$ cat src/rtl/lock_key_ctrl_pkg.sv
// lock_pkg: shared definitions for the key-delivery controller.
//   key_state_t  - controller state enum (IDLE, LOAD, CHECK, RUN, ERR)
//   KEY_PAR_EVEN - XOR of key bits plus parity bit that marks a valid key
//   clog2        - ceil(log2(n)), minimum 1, used to size the counters
package lock_pkg;

    typedef enum logic [2:0] {
        ST_IDLE  = 3'd0,
        ST_LOAD  = 3'd1,
        ST_CHECK = 3'd2,
        ST_RUN   = 3'd3,
        ST_ERR   = 3'd4
    } key_state_t;

    localparam logic KEY_PAR_EVEN = 1'b0;

    function automatic int clog2(input int n);
        int w;
        w = 1;
        while ((1 << w) < n) w = w + 1;
        return w;
    endfunction

endpackage

$ cat src/rtl/lock_key_ctrl.sv
// lock_key_ctrl: receives a serial activation key (MSB first, then one
// even-parity bit), validates it and presents it in parallel to a locked
// FSM, holding that FSM in reset until a valid key is applied.
// Ports:
//   clk           - clock, all registers update on the rising edge
//   rst           - asynchronous active-high reset
//   key_start     - single-cycle request to (re)load a key
//   key_bit_valid - qualifies key_bit_in, one beat per clock
//   key_bit_in    - serial key bit
//   key_bits      - parallel key to the locked FSM (0 unless running)
//   fsm_rst       - locked-FSM reset, low only while a valid key is applied
//   key_ready     - high while a validated key is applied
//   key_err       - high after a parity failure or load timeout
//   busy          - high while loading or checking
module lock_key_ctrl
    import lock_pkg::*;
#(
    parameter int KEY_W   = 8,
    parameter int TIMEOUT = 64
) (
    input  logic             clk,
    input  logic             rst,
    input  logic             key_start,
    input  logic             key_bit_valid,
    input  logic             key_bit_in,
    output logic [KEY_W-1:0] key_bits,
    output logic             fsm_rst,
    output logic             key_ready,
    output logic             key_err,
    output logic             busy
);

    localparam int CNT_W = clog2(KEY_W + 2);
    localparam int TO_W  = clog2(TIMEOUT);
    // Count value held when the parity beat arrives.
    localparam logic [CNT_W-1:0] CNT_PAR = CNT_W'(KEY_W);
    localparam logic [TO_W-1:0]  TO_LAST = TO_W'(TIMEOUT - 1);

    key_state_t       state_q, state_d;
    logic [CNT_W-1:0] cnt_q, cnt_d;
    logic [KEY_W:0]   sr_q, sr_d;
    logic [TO_W-1:0]  to_q, to_d;
    logic [KEY_W-1:0] key_bits_q, key_bits_d;
    logic             fsm_rst_q, key_ready_q, key_err_q, busy_q;

    always_comb begin
        state_d    = state_q;
        cnt_d      = cnt_q;
        sr_d       = sr_q;
        to_d       = to_q;
        key_bits_d = key_bits_q;

        case (state_q)
            ST_IDLE, ST_RUN, ST_ERR: begin
                if (key_start) begin
                    state_d = ST_LOAD;
                    cnt_d   = '0;
                    sr_d    = '0;
                    to_d    = '0;
                end
            end
            ST_LOAD: begin
                // A restart discards any beat presented in the same cycle;
                // a beat takes priority over an expiring timeout.
                if (key_start) begin
                    cnt_d = '0;
                    sr_d  = '0;
                    to_d  = '0;
                end else if (key_bit_valid) begin
                    sr_d  = {sr_q[KEY_W-1:0], key_bit_in};
                    cnt_d = cnt_q + CNT_W'(1);
                    to_d  = '0;
                    if (cnt_q == CNT_PAR) state_d = ST_CHECK;
                end else if (to_q == TO_LAST) begin
                    state_d = ST_ERR;
                end else begin
                    to_d = to_q + TO_W'(1);
                end
            end
            ST_CHECK: begin
                if ((^sr_q) == KEY_PAR_EVEN) begin
                    state_d    = ST_RUN;
                    key_bits_d = sr_q[KEY_W:1];
                end else begin
                    state_d = ST_ERR;
                end
            end
            default: state_d = ST_IDLE;
        endcase

        // The key is only ever driven while running, so leaving RUN clears
        // it on the same edge that fsm_rst rises.
        if (state_d != ST_RUN) key_bits_d = '0;
    end

    always_ff @(posedge clk or posedge rst) begin
        if (rst) begin
            state_q     <= ST_IDLE;
            cnt_q       <= '0;
            sr_q        <= '0;
            to_q        <= '0;
            key_bits_q  <= '0;
            fsm_rst_q   <= 1'b1;
            key_ready_q <= 1'b0;
            key_err_q   <= 1'b0;
            busy_q      <= 1'b0;
        end else begin
            state_q     <= state_d;
            cnt_q       <= cnt_d;
            sr_q        <= sr_d;
            to_q        <= to_d;
            key_bits_q  <= key_bits_d;
            fsm_rst_q   <= (state_d != ST_RUN);
            key_ready_q <= (state_d == ST_RUN);
            key_err_q   <= (state_d == ST_ERR);
            busy_q      <= (state_d == ST_LOAD) || (state_d == ST_CHECK);
        end
    end

    assign key_bits  = key_bits_q;
    assign fsm_rst   = fsm_rst_q;
    assign key_ready = key_ready_q;
    assign key_err   = key_err_q;
    assign busy      = busy_q;

endmodule
$ cat config.mk
export PLATFORM = sky130hd
export DESIGN_NAME = lock_key_ctrl
export DESIGN_NICKNAME = d
export VERILOG_FILES = /design/src/rtl/lock_key_ctrl_pkg.sv /design/src/rtl/lock_key_ctrl.sv
export SDC_FILE = /design/constraint.sdc
export NUM_CORES = 1
export LEC_CHECK = 0
export CAP_MARGIN = 20
export CORE_MARGIN = 1
export CORE_UTILIZATION = 55
export DETAILED_ROUTE_END_ITERATION = 6
export GPL_ROUTABILITY_DRIVEN = 0
export PLACE_DENSITY = 0.84
export SLEW_MARGIN = 20
export SYNTH_ARGS = -nofsm -noshare
export SYNTH_HDL_FRONTEND = slang
export SYNTH_SLANG_ARGS = --single-unit
$ cat constraint.sdc
create_clock -name clk -period 2.2 [get_ports clk]
set_clock_uncertainty 0.1 [all_clocks]
set_input_delay 0.66 -clock clk [delete_from_list [all_inputs] [get_ports clk]]
set_output_delay 0.66 -clock clk [all_outputs]
set_load 0.01 [all_outputs]
==> results.md <==
- Status: complete, no violations
- CP Buf/Inv Count: 1
- Distinct cells, synth: 33
- TritonCTS clock tree: yes
- Post-synthesis simple-gate area fraction: 20.1%
- Cts repair resizes: 0
- Crit path required time: 1.44 ns
- Final core utilization: 68.5%
- Pwr Total: 1.19 mW
- # clock sinks: 34
- Die area: 3070 µm²
- EDFF count, synth: 0
- Placed insts: 204
- Synth Register Bits: 34
- Fin cells: 212
- Syn nets: 164
- Post-route ant nets: 0
- Initial antenna violation count: 0
- H-tree level count: 2
- First-pass GRT wire length: 5.35 mm
- Xor-xnor portion of the synthesized cell area: 7.02%
- Slew Limit Fails: 0
- CP max FO: 1
- Worst setup SP type: flip-flop
- Ys flop type: dfrtp_1
- Total wire length: 3.09 mm
- Port Buf Inserts: 16
- Final period util: 97.5%
- Final hold vios: 0
- R2r startpoint: sr_q[3]
- Maximum root-to-sink buffer count: 2
- CP max-delay cell: dfstp_2
- Initial DRT Pass Iterations: 4
- Core Area: 2730 µm²
- Grt ovf: 0
- Critical Path End Type: output port
- Post-synthesis compound-gate area fraction: 13.6%
- Worst-Skew Late Latency: 0.34 ns
- Hold slack: 0.408 ns
- Core Rows: 19
- WS Path Type: flip-flop to output port
- Vias/cell: 5.82
- Max frequency: 466 MHz
- Drc violations: 0
- Synth Area per Inst: 10.1 µm²
- Post-Syn Area: 1570 µm²
- # nets final: 188
- Ant. Diodes: 0
- Area grow syn2layout: 19.4%
- Clock Tree Root: clkbuf_4
- PwrDens: 633 nW/µm²
- Vias in the first global route: 1148
- Maximum number of pins on one net before global-route repair: 35
- Die extent in x: 55.4 µm
- HPWL after DPL: 2.14 mm
- CP top delay family: flip-flops
- Hold wc startpoint: key_bits[0]
- Worst EP arrival: 1.38 ns
- Max incr delay on CP: 0.53 ns
- Yosys warns: 0
- Maxcap violations: 0
- Initial Util: 57.4%
- CTS buffer count: 5
- Asr flop ratio synth: 100%
- Endpoints failing setup: 0
- Hold crit path type: flip-flop to flip-flop
- Die Height: 55.4 µm
- Crit path cell chain: clkdlybuf4s50_1
- Vias post-DR: 1234
- Wirelength per Cell: 14.6 µm
- Main combinational cell family by area after synthesis: simple AND/OR/NAND/NOR gates
- Layout cells sized above 1: 9.94%
- Worst Setup SP: fsm_rst
- Reg clk slew, reported paths: 0.10 ns
- Hold_buf cts: 0
- Least-Margin Pin Slew: 0.435 ns
- Slew headroom: 70.8%
- Mapped Cells: 156
- Min cycle time layout: 2.14 ns
- Mux cell area share after synthesis: 0%
- Pleak: 0.885 nW
- Top-Level Pins: 17
- VDD IR-drop max: 0.000580 V
- Unrepaired setup endpoints after global routing: false
- Sequential share of the synthesized area: 54.3%
- Adder-Cell Fraction of Synth Area: 2.39%
- GRT Resource Usage Total: 22.2%
- Initial DRC count: 54
- Setup bufs post-CTS: 0
-- worst paths after layout --
path,endpoint,slack (ns),cells after the start
max in group asynchronous,fsm_rst,1.05,3
hold / removal,key_bits[0],0.41,1
hold reg to reg,key_bits[0],0.41,1
min in group asynchronous,key_bits[0],0.61,3
setup / recovery,fsm_rst,0.06,1
setup reg to reg,key_bits[1],0.13,5
-- sequential cells by signal, summed over array words and instances (netlist names) --
signal / flops
state_q: 3
key_bits: 8
busy: 1
to_q: 6
cnt_q: 4
key_ready: 1
key_err: 1
fsm_rst: 1
sr_q: 9
-- cells by family after synthesis --
| logic type | count (synthesis) |
|---|---|
| flops | 34 |
| buf+inv | 10 |
| fa+ha+maj | 3 |
| simple gates | 66 |
| compound gates | 32 |
| xor+xnor | 11 |
-- routing by layer --
metal  global-route usage, %  vias to the layer above  part of all wire, %
li1                        -                      592                    -
met3                    7.26                        2                  4.7
met4                    5.36                        0                 0.74
met2                    33.7                       35                   46
met1                    31.0                      605                   49
met5                       0                        -                    0
-- through the flow --
stage,setup WS (ns),TNS (ns),cell area (µm²)
2_1_floorplan,0.230,0,1570
3_3_place_gp,0.0505,0,1790
3_5_place_dp,-0.0439,-0.0564,1790
4_1_cts,0.0328,0,1870
5_1_grt,0.00895,0,1870
6_report,0.0560,0,1870
-- cell usage after synthesis (2+ instances only) --
library cell	instances	area share (%)
dfrtp_1	33	53
nand2_1	27	6.5
nand3_1	16	5.1
a22o_1	9	5.0
o21ai_0	9	2.9
xnor2_1	8	4.5
nor2_1	7	1.7
a21oi_1	6	1.9
clkbuf_1	4	0.96
inv_1	4	0.96
ha_1	3	2.4
nor3_1	3	0.96
nand2b_1	2	0.80
nor2b_1	2	0.80
o21ai_1	2	0.64
o32ai_1	2	1.1
or2_2	2	0.80
xor2_1	2	1.1
-- cells in the final DEF (no fill, tap or decap), types with 2 or more instances in the layout --
cell type and count:
dfrtp_1 33, a21oi_1 6, clkbuf_8 3, xnor2_1 8
nand3_1 16, xor2_1 2, ha_1 3, nand2_1 27
inv_1 4, a22o_1 9, buf_4 7, nor3_1 3
nor2b_1 2, clkbuf_4 5, or2_2 2, nand2b_1 2
nor2_1 7, o21ai_0 9, o32ai_1 2, o21ai_1 2
clkdlybuf4s50_1 16
-- where the power goes --
group	leakage, nW	internal (mW)	switching, mW
Combinational	0.384	0.0444	0.0586
Clock	0.0446	0.218	0.206
Sequential	0.456	0.641	0.0181
Total	0.885	0.903	0.283
-- final cells by class --
class / instances / area, µm²
clock buffers: 8 / 78.8
fillers: 211 / 861
inverters: 4 / 15.0
multi-input cells: 112 / 676
flip-flops and latches: 34 / 852
well taps: 31 / 38.8
repair buffers: 23 / 213
No activity file was read; power rests on OpenSTA's default activity.
